File: src/rtl/updown_counter_5to31_pkg.sv
// Shared definitions for the bounded 5..31 up/down counter.
// Optional terminal-count output is enabled by defining UPDOWN_CNT_TC_EN.
package updown_counter_5to31_pkg;

   localparam int WIDTH_DEF   = 5;
   localparam int CNT_MIN_DEF = 5;
   localparam int CNT_MAX_DEF = 31;

   typedef enum logic {
      CNT_UP   = 1'b0,
      CNT_DOWN = 1'b1
   } cnt_dir_t;

endpackage

File: src/rtl/updown_counter_5to31_if.sv
// Load/direction/count bundle between the counter and its user.
// The tc signal exists only when UPDOWN_CNT_TC_EN is defined.
interface updown_counter_5to31_if
   import updown_counter_5to31_pkg::*;
   #(parameter int WIDTH = WIDTH_DEF)
   ();

   logic [WIDTH-1:0] I;
   logic             load;
   logic             mode;
   logic [WIDTH-1:0] q;
`ifdef UPDOWN_CNT_TC_EN
   logic             tc;
`endif

`ifdef UPDOWN_CNT_TC_EN
   modport master (output I, output load, output mode, input  q, input  tc);
   modport slave  (input  I, input  load, input  mode, output q, output tc);
`else
   modport master (output I, output load, output mode, input  q);
   modport slave  (input  I, input  load, input  mode, output q);
`endif

endinterface

File: src/rtl/updown_counter_5to31_next.sv
// Combinational next-count logic: load clamping and wrap-around at both ends.
// The wrap flag is never raised on a load cycle.
module updown_counter_5to31_next
   import updown_counter_5to31_pkg::*;
   #(
      parameter int WIDTH   = WIDTH_DEF,
      parameter int CNT_MIN = CNT_MIN_DEF,
      parameter int CNT_MAX = CNT_MAX_DEF
   )
   (
      input  logic [WIDTH-1:0] q,
      input  logic [WIDTH-1:0] I,
      input  logic             load,
      input  cnt_dir_t         mode,
      output logic [WIDTH-1:0] next_q,
      output logic             wrap
   );

   localparam logic [WIDTH-1:0] MIN_VAL = WIDTH'(CNT_MIN);
   localparam logic [WIDTH-1:0] MAX_VAL = WIDTH'(CNT_MAX);

   // Widened copy so the clamp comparisons stay meaningful for any parameter set.
   logic [31:0] load_wide;
   assign load_wide = 32'(I);

   always_comb begin
      next_q = q;
      wrap   = 1'b0;
      if (load) begin
         if (load_wide < 32'(CNT_MIN)) begin
            next_q = MIN_VAL;
         end else if (load_wide > 32'(CNT_MAX)) begin
            next_q = MAX_VAL;
         end else begin
            next_q = I;
         end
      end else if (mode == CNT_UP) begin
         if (q == MAX_VAL) begin
            next_q = MIN_VAL;
            wrap   = 1'b1;
         end else begin
            next_q = q + 1'b1;
         end
      end else begin
         if (q == MIN_VAL) begin
            next_q = MAX_VAL;
            wrap   = 1'b1;
         end else begin
            next_q = q - 1'b1;
         end
      end
   end

endmodule

File: src/rtl/updown_counter_5to31.sv
// Bounded up/down counter (5..31) with parallel load; q is registered.
// Define UPDOWN_CNT_TC_EN to add the registered wrap pulse tc.
module updown_counter_5to31
   import updown_counter_5to31_pkg::*;
   #(
      parameter int WIDTH   = WIDTH_DEF,
      parameter int CNT_MIN = CNT_MIN_DEF,
      parameter int CNT_MAX = CNT_MAX_DEF
   )
   (
      input logic                   clk,
      input logic                   rst,
      updown_counter_5to31_if.slave bus
   );

   logic [WIDTH-1:0] count;
   logic [WIDTH-1:0] next_q;
   logic             wrap;

   updown_counter_5to31_next #(
      .WIDTH   (WIDTH),
      .CNT_MIN (CNT_MIN),
      .CNT_MAX (CNT_MAX)
   ) u_next (
      .q      (count),
      .I      (bus.I),
      .load   (bus.load),
      .mode   (cnt_dir_t'(bus.mode)),
      .next_q (next_q),
      .wrap   (wrap)
   );

   always_ff @(posedge clk or posedge rst) begin
      if (rst) begin
         count <= WIDTH'(CNT_MIN);
      end else begin
         count <= next_q;
      end
   end

   assign bus.q = count;

`ifdef UPDOWN_CNT_TC_EN
   // wrap is already suppressed on load cycles, so tc only needs registering.
   logic tc_r;

   always_ff @(posedge clk or posedge rst) begin
      if (rst) begin
         tc_r <= 1'b0;
      end else begin
         tc_r <= wrap;
      end
   end

   assign bus.tc = tc_r;
`else
   logic unused_wrap;
   assign unused_wrap = wrap;
`endif

   count_in_range: assert property (@(posedge clk) disable iff (rst)
      (32'(count) >= 32'(CNT_MIN)) && (32'(count) <= 32'(CNT_MAX)));

endmodule

File: src/flat_wrapper.sv
// flat-port wrapper written by rule: the top's interface ports become plain ports
module updown_counter_5to31_flat import updown_counter_5to31_pkg::*;
#(
      parameter int WIDTH   = WIDTH_DEF,
      parameter int CNT_MIN = CNT_MIN_DEF,
      parameter int CNT_MAX = CNT_MAX_DEF
   )
  (clk, rst, bus_I, bus_load, bus_mode, bus_q);
  updown_counter_5to31_if #(.WIDTH(WIDTH)) bus_i ();
  input logic clk;
  input logic rst;
  input wire logic [$bits(bus_i.I)-1:0] bus_I;
  input wire logic [$bits(bus_i.load)-1:0] bus_load;
  input wire logic [$bits(bus_i.mode)-1:0] bus_mode;
  output wire logic [$bits(bus_i.q)-1:0] bus_q;
  assign bus_i.I = bus_I;
  assign bus_i.load = bus_load;
  assign bus_i.mode = bus_mode;
  assign bus_q = bus_i.q;
  updown_counter_5to31 #(.WIDTH(WIDTH), .CNT_MIN(CNT_MIN), .CNT_MAX(CNT_MAX)) u_core (.clk(clk), .rst(rst), .bus(bus_i));
endmodule
File: config.mk
export PLATFORM = sky130hd
export DESIGN_NAME = updown_counter_5to31_flat
export DESIGN_NICKNAME = d
export VERILOG_FILES = /design/src/rtl/updown_counter_5to31_pkg.sv /design/src/rtl/updown_counter_5to31_if.sv /design/src/rtl/updown_counter_5to31_next.sv /design/src/rtl/updown_counter_5to31.sv /design/src/flat_wrapper.sv
export SDC_FILE = /design/constraint.sdc
export NUM_CORES = 1
export LEC_CHECK = 0
export CAP_MARGIN = 10
export CORE_MARGIN = 5
export CORE_UTILIZATION = 35
export DETAILED_ROUTE_END_ITERATION = 8
export GPL_TIMING_DRIVEN = 0
export MAX_ROUTING_LAYER = met4
export SLEW_MARGIN = 20
export SYNTH_ARGS = -nofsm -noshare
export SYNTH_HDL_FRONTEND = slang
export SYNTH_SLANG_ARGS = --single-unit
File: constraint.sdc
create_clock -name clk -period 3.23 [get_ports clk]
set_input_delay 0.646 -clock clk [delete_from_list [all_inputs] [get_ports clk]]
set_output_delay 0.646 -clock clk [all_outputs]
set_load 0.05 [all_outputs]
==> impl_metrics.py <==
metrics = {
    "status": {
        "outcome": "complete, no violations",
    },
    "die": {
        "die_w_um": 46.1,
        "io_pins": 14,
        "initial_utilization": 0.359,
        "fp.coreArea_um2": 1270,
        "dieHeight_um": 46.1,
        "dieArea_um2": 2120,
        "fp-row-count": 13,
    },
    "global_routing": {
        "grt_pass1_wl_um": 1560,
        "grt_overflow": 0,
        "grt_max_degree": 10,
        "grt_use_total": 0.106,
        "antenna_found_initial": 0,
        "grt_pass1_vias": 374,
    },
    "logic_synthesis": {
        "async_reset_ff_frac": 1.00,
        "synthCells": 53,
        "synth.ff_latch_count": 5,
        "synthFlopType": "dfrtp_1",
        "ys_warn_count": 0,
        "syn_avg_cell_area_um2": 8.59,
        "synth_edf_count": 0,
        "syn_area_um2": 455,
        "seq_area_frac_synth": 0.280,
        "synth_cell_types": 24,
        "syn_nets": 66,
    },
    "cells_and_area": {
        "syn_to_final_growth_pct": 36.3,
        "n_fill_cell": 130,
        "ff_latch_area_um2": 128,
        "largest_reg_flops": 5,
        "nets": 83,
        "layout_commonest_cell": "clkdlybuf4s50_1",
        "antenna_cells": 0,
        "multi_input_area_um2": 274,
        "layout_common_cells": "clkdlybuf4s50_1, a21oi_1, inv_1",
        "drive_gt1_frac": 0.130,
        "final_util": 0.489,
    },
    "cts": {
        "cts_sinks": 5,
        "cts_tree": "done",
        "cts_root_buf": "clkbuf_4",
        "path_clk_slew_ps": 40,
        "postCtsHoldBufs": 0,
        "cts_buffers": 3,
        "clk_latency_ps": 250,
        "ctsResizeCount": 0,
        "ctsLongestPathBuffers": 2,
        "cts_max_level": 1,
        "post-cts-setup-buffers": 0,
    },
    "worst_hold_path": {
        "min_path_type": "primary input to async pin",
    },
    "setup_path": {
        "cp_max_fo": 6,
        "cp-end-kind": "primary output",
        "cp-start-kind": "flop",
        "worstSetupStartpoint": "u_core.bus.q[0]$_DFF_PP1_",
        "r2r_slack_ps": 1490,
        "cp_slowest_cell": "clkdlybuf4s50_1",
        "critPathBufInv": 1,
        "worstPathCellList": "clkdlybuf4s50_1",
        "slowest_delay_ps": 820,
        "worstReg2RegStart": "u_core.bus.q[1]$_DFF_PP0_",
        "worstPathRequired_ps": 2580,
        "worstPathArrival_ps": 1670,
        "crit_family": "buffers and inverters",
        "critPathKind": "flop to primary output",
    },
    "power_and_ir_drop": {
        "irDropWorstVdd_mv": 0.278,
        "power.density_nw_per_um2": 471,
        "power.leakage_nw": 0.271,
    },
    "placement": {
        "gp_congestion": 0.717,
        "dp_hpwl_um": 720,
        "io_buffers": 12,
    },
    "sta": {
        "max_freq_mhz": 432,
        "period_needed_ps": 2320,
        "tns_ps": 0,
        "clock_skew_ps": 4.75,
        "relSlewSlack": 0.668,
        "finalHoldViolCount": 0,
        "finalCritPeriodShare": 0.717,
        "finalMaxSlewViolations": 0,
        "setup-violations-final": 0,
        "worstMarginPinSlew_ps": 496,
        "grt_setup_unrepaired": "no",
    },
    "route": {
        "drt-pass1-iter-count": 4,
        "vias": 412,
        "drt_iter0_markers": 2,
        "ant_nets": 0,
        "avgRoutedWirePerCell_um": 11.1,
        "drc_errors": 0,
        "viasPerCell": 4.90,
        "routed_wl_um": 934,
    },
    "job": {
        "max_cap_violations": 0,
    },
}
==> where the power goes <==
part,internal [mW],leakage [nW],switching [mW]
logic,0.0563,0.201,0.0737
registers,0.0745,0.0552,0.0147
clock network,0.0467,0.0150,0.0264
total,0.178,0.271,0.115
==> per-layer routing <==
metal | global-route usage | up-vias | wire (µm) | share of wire
met5 | - | - | 0 | 0
met4 | 0.0341 | 0 | 0 | 0
met3 | 0.0469 | 0 | 80 | 0.086
met2 | 0.154 | 15 | 431 | 0.46
met1 | 0.130 | 177 | 421 | 0.45
li1 | - | 220 | - | -
==> per-stage QoR <==
stage	instances	power (mW)	hold slack (ps)	cell area, µm²	setup WS (ps)
2_1_floorplan	53	0.179	423	455	1310
3_3_place_gp	80	0.221	726	594	1160
3_5_place_dp	80	0.220	713	594	1160
4_1_cts	84	0.296	586	621	902
5_1_grt	84	0.314	602	621	871
6_report	84	0.292	589	621	914
==> area by class of cell <==
class | count | area share
buffer | 2 | 0.0504
inverter | 6 | 0.0363
sequential | 5 | 0.206
timing repair buffer | 12 | 0.194
clock buffer | 4 | 0.0423
multi-input combinational | 40 | 0.442
tap | 15 | 0.0302
==> path summary, 6_finish.rpt <==
kind / cells after the start / to
worst max-delay path: 1 / bus_q[0]
worst min-delay path: 2 / u_core.bus.q[1]$_DFF_PP0_
worst max register to register: 5 / u_core.bus.q[3]$_DFF_PP0_
worst min register to register: 3 / u_core.bus.q[0]$_DFF_PP1_
max in group asynchronous: 2 / u_core.bus.q[0]$_DFF_PP1_
min in group clk: 3 / u_core.bus.q[3]$_DFF_PP0_
==> Yosys cell counts, types with 2 or more instances <==
library cell	n	area share
a21oi_1	7	0.077
nor2b_1	2	0.027
dfstp_2	2	0.12
inv_1	6	0.049
xor2_1	3	0.058
o31ai_1	2	0.033
o21ai_0	3	0.033
nor3_1	2	0.022
dfrtp_1	3	0.16
nor2_1	4	0.033
nand2_1	3	0.025
ha_1	4	0.11
==> cells by family (layout without fill, tap and decap cells) <==
group | Yosys count | after routing | synth area share
buffers and inverters | 8 | 24 | 0.118
flip-flops | 5 | 5 | 0.280
AND/OR/NAND/NOR | 16 | 16 | 0.206
adder cells (fa/ha/maj) | 4 | 4 | 0.110
AO/OA/AOI/OAI | 17 | 17 | 0.228
XOR/XNOR | 3 | 3 | 0.0577
Power figures use the tool's default switching activity.
==> variant 1, RTL diff (config.mk and constraints unchanged) <==
`WIDTH_DEF`: 5 -> 10.
--- a/src/rtl/updown_counter_5to31_pkg.sv
+++ b/src/rtl/updown_counter_5to31_pkg.sv
@@ -2,7 +2,7 @@
 // Optional terminal-count output is enabled by defining UPDOWN_CNT_TC_EN.
 package updown_counter_5to31_pkg;
 
-   localparam int WIDTH_DEF   = 5;
+   localparam int WIDTH_DEF   = 10;
    localparam int CNT_MIN_DEF = 5;
    localparam int CNT_MAX_DEF = 31;
 
Interface: changed (resized bus_I and bus_q); port bits go from 14 to 24. No check against the original RTL was run, so the function may have changed too.
==> variant 1 against the original RTL <==
- design area increased by 94%
- area after synthesis increased by 100%
- total power increased by 52%
- sequential cell count increased by 5
- wire length increased to 2.6 times the old value
- combinational power increased by 50%
- hold slack improved by 0.028 ns
- worst setup slack got worse by 0.082 ns
- largest power group unchanged
- highest routed layer is now met4
==> variant 1: results (changes against the original RTL) <==
[placement]
gp_congestion = 0.8072  ; was 0.7174
dpl_worst_slack_ns = 0.7761  ; was 1.163 ns
dp_hpwl_um = 1882  ; was 720.1 um
portBuffers = 22  ; was 12
dpl_cell_area_um2 = 1179  ; was 594.3 um^2

[finish]
fill_cells = 244  ; was 130
antenna_cells = 0  ; unchanged
drive_above_1_share_pct = 14.62  ; was 13.04%
largest_reg_flops = 10  ; was 5
nets = 148  ; was 83

[route]
drt-initial-drc-count = 21  ; was 2
wl_um = 2468  ; was 934 um
drt_first_pass_iters = 5  ; was 4
vias = 913  ; was 412
ant_nets = 0  ; unchanged

[critical_path]
rr_endpoint = u_core.bus.q[6]  ; was u_core.bus.q[3]
max_stage_delay_ns = 0.88  ; was 0.82 ns
cp-startpoint = u_core.bus.q[9]  ; was u_core.bus.q[0]
rr_startpoint = u_core.bus.q[0]  ; was u_core.bus.q[1]
reg2regPathDepth = 5  ; unchanged
crit_family = buffers and inverters  ; unchanged
reg2reg_slack_ns = 1.12  ; was 1.49 ns
cp.arrival_ns = 1.75  ; was 1.67 ns
crit_slowest_cell = clkdlybuf4s50_1  ; unchanged
critPathMaxFanout = 6  ; unchanged

[hold_path]
min_path_type = register to register  ; was input port to asynchronous set/reset pin
worst_hold_startpoint = u_core.bus.q[0]
hold_path_end = u_core.bus.q[0]
holdPathStages = 1

[outcome]
outcome = finished, final reports clean  ; unchanged

[yosys]
syn-num-nets = 121  ; was 66
synthTopCellsByArea = dfrtp_1, dfstp_2, xnor2_1  ; was dfrtp_1, dfstp_2, ha_1
synth-seq-area-share_pct = 27.45  ; was 28.02%
synth_cell_types = 43  ; was 24
yosys-top-cells-count = nor2_1, dfrtp_1  ; was a21oi_1, inv_1, ha_1, nor2_1
async_reset_ff_share_pct = 100.0  ; unchanged
synth_warnings = 0  ; unchanged

[clock_tree]
cts_made_buffers = 3  ; unchanged
clk_latency_ns = 0.28  ; was 0.25 ns
clockBufferDepth = 2  ; unchanged
post_cts_buffers = 0  ; unchanged
cts_resized = 0  ; unchanged
h-tree-depth = 1  ; unchanged
clk_pin_slew_ns = 0.08  ; was 0.04 ns
cts_root_buf = clkbuf_4  ; unchanged

[global_routing]
grt_pass1_vias = 867  ; was 374
grt_util_all_layers_pct = 15.35  ; was 10.58%
grt_max_degree = 11  ; was 10
antenna_found_initial = 0  ; unchanged
grt_pass1_wl_um = 4126  ; was 1559 um

[pwr]
p_switching_w = 0.0001801  ; was 0.0001147 W
p_leak_nw = 0.4584  ; was 0.2707 nW
irDropWorstVdd_mv = 0.2235  ; was 0.2781 mV

[timing]
worst_slack_ns = 0.8326  ; was 0.9142 ns
skew_ns = 0.006092  ; was 0.004749 ns
worst_pin_slew_ns = 0.5060  ; was 0.4959 ns

[variant 1: cell count changes after synthesis, moves of 3 or more]
cell / change
clkbuf_1: +3
nor2_1: +6
dfrtp_1: +5
nand3_1: +4
o31ai_1: +3
nor3_1: +3
xnor2_1: +5
a21oi_1: -5
[variant 1: routing by layer]
layer	track usage, %	part of all wire, %	wire, um	vias up
met2	25.08	48	1179	35
met4	0.9288	0.28	7	0
met3	4.403	6.3	156	2
li1	-	-	-	446
met5	-	0	0	-
met1	19.72	46	1125	430
[variant 1: how the worst max path moves through the flow]
stage	end	cells after the start
2_1_floorplan	u_core.bus.q[6]	5
3_3_place_gp	u_core.bus.q[6]	5
3_5_place_dp	u_core.bus.q[6]	5
4_1_cts	bus_q[9]	1
5_1_grt	bus_q[9]	1
6_report	bus_q[9]	1
[variant 1: power groups by stage]
stage | registers (W) | clock network, W | logic, W
final | 0.000151 | 0.0000984 | 0.000195
after global routing | 0.000153 | 0.000107 | 0.000211
after CTS | 0.000151 | 0.000102 | 0.000196
after detailed placement | 0.000153 | 0 | 0.000195
after global placement | 0.000153 | 0 | 0.000193
after floorplan | 0.000187 | 0 | 0.000100
[variant 1: layout make-up]
cell class / instances / area, um^2 / area share (%)
Multi-Input combinational cell: 82 / 606.8 / 50.36
Sequential cell: 10 / 252.7 / 20.98
Timing Repair Buffer: 22 / 220.2 / 18.28
Buffer: 7 / 42.54 / 3.531
Tap cell: 30 / 37.54 / 3.115
Clock buffer: 4 / 26.28 / 2.181
Inverter: 5 / 18.77 / 1.558
[variant 1: logic make-up after synthesis]
| family | after synthesis | share of synthesized area (%) |
|---|---|---|
| AND/OR/NAND/NOR | 45 | 29.08 |
| XOR/XNOR | 8 | 7.609 |
| buffers and inverters | 12 | 6.657 |
| flip-flops | 10 | 27.45 |
| adder cells (fa/ha/maj) | 3 | 4.077 |
| AO/OA/AOI/OAI | 26 | 25.14 |
[variant 1: stage by stage]
step                      hold WS [ns]  utilization, %  cells   power, W
after floorplan                 0.4847               -    104  0.0002873
after global placement          0.6019           47.15    156  0.0003459
after detailed placement        0.5924           47.15    156  0.0003483
after CTS                       0.6148           48.20    160  0.0004485
after global routing            0.6789           48.20    160  0.0004710
final                           0.6176           48.20    160  0.0004444
==> variant 2, RTL diff (same flow settings) <==
Made on the original files. `CNT_MAX_DEF`: 31 -> 23.
--- a/src/rtl/updown_counter_5to31_pkg.sv
+++ b/src/rtl/updown_counter_5to31_pkg.sv
@@ -4,7 +4,7 @@
 
    localparam int WIDTH_DEF   = 5;
    localparam int CNT_MIN_DEF = 5;
-   localparam int CNT_MAX_DEF = 31;
+   localparam int CNT_MAX_DEF = 23;
 
    typedef enum logic {
       CNT_UP   = 1'b0,
Function: changed (Yosys sat finds a counterexample within 4 cycles, from zero or initial values and one cycle with rst high).
==> variant 2 against the original RTL <==
- sequential power down 1%
- via count up 18%
- register-to-register slack gained 0.09 ns
- total power up 12%
- sequential cell count did not move
- wire length is 19% higher
- first-iteration DRC count fell by 50%
- area after synthesis is 13% higher
- design area grew 11%
- global-route usage rose by 1.5 points
- worst setup slack better by 0.041 ns
- non-clock buffer count increased by 2
- largest cell class unchanged
==> variant 2: results (changes against the original RTL) <==
[placement]
dpl_worst_slack_ns = 1.208  ; was 1.163 ns
dp_hpwl_um = 871.1  ; was 720.1 um
portBuffers = 13  ; was 12
gp_congestion = 0.7504  ; was 0.7174
dpl_cell_area_um2 = 661.9  ; was 594.3 um^2

[global_routing]
grt_pass1_wl_um = 1883  ; was 1559 um
grt_pass1_vias = 430  ; was 374
grt_util_all_layers_pct = 12.09  ; was 10.58%

[yosys]
synth-seq-area-share_pct = 24.88  ; was 28.02%
synth_compound_area_share_pct = 36.83  ; was 22.80%
synthAdderAreaFrac_pct = 7.317  ; was 10.99%
synthTopCellsByArea = dfrtp_1, dfstp_2, ha_1  ; unchanged
synth_cell_types = 29  ; was 24
synthXorXnorAreaFrac_pct = 3.415  ; was 5.769%
syn-num-nets = 69  ; was 66
yosys-top-cells-count = a21oi_1, inv_1, nand2_1, o21ai_0  ; was a21oi_1, inv_1, ha_1, nor2_1
synthMuxAreaShare_pct = 1.951  ; was 0%

[outcome]
outcome = finished, final reports clean  ; unchanged

[pwr]
p_per_area_nw_per_um2 = 476.2  ; was 471.0 nW/um^2
p_clk_w = 0.0000697  ; was 0.0000731 W
irDropWorstVdd_mv = 0.3243  ; was 0.2781 mV
p_leak_nw = 0.2841  ; was 0.2707 nW
p_int_w = 0.0001940  ; was 0.0001775 W
seq_cell_power_w = 0.0000881  ; was 0.0000892 W

[finish]
fill_cells = 144  ; was 130
largest_reg_flops = 5  ; unchanged
drive_above_1_share_pct = 16.22  ; was 13.04%
nets = 87  ; was 83

[critical_path]
rr_startpoint = u_core.bus.q[0]  ; was u_core.bus.q[1]
reg2reg_slack_ns = 1.58  ; was 1.49 ns
cp.arrival_ns = 1.63  ; was 1.67 ns
rr_endpoint = u_core.bus.q[4]  ; was u_core.bus.q[3]

[timing]
finalCritPeriodShare_pct = 70.43  ; was 71.70%
relSlewSlack_pct = 66.85  ; was 66.83%
skew_ns = 0.002950  ; was 0.004749 ns

[route]
drt-initial-drc-count = 1  ; was 2
wl_um = 1116  ; was 934 um
vias = 485  ; was 412

[clock_tree]
clk_latency_ns = 0.24

-- variant 2: final cells by class --
cell class,instances,share of cell area (%)
clock buffer,4,3.818
tap,15,2.727
timing repair buffer,13,18.91
multi-input combinational,43,48.55
buffer,3,4.182
inverter,6,3.273
sequential,5,18.55
-- variant 2: routing by layer --
layer | track usage, % | share of wire [%] | vias to the layer above | wire, um
li1 | - | - | 249 | -
met1 | 14.25 | 47 | 214 | 527
met2 | 19.27 | 44 | 20 | 491
met3 | 4.428 | 7.3 | 2 | 81
met4 | 3.226 | 1.3 | 0 | 15
met5 | - | 0 | - | 0
-- variant 2: stage by stage --
stage	hold WS, ns	instances	utilization (%)
2_1_floorplan	0.4231	57	-
3_3_place_gp	0.6442	85	49.03
3_5_place_dp	0.6475	85	49.03
4_1_cts	0.6062	89	50.97
5_1_grt	0.6304	89	50.97
6_report	0.6027	89	50.97
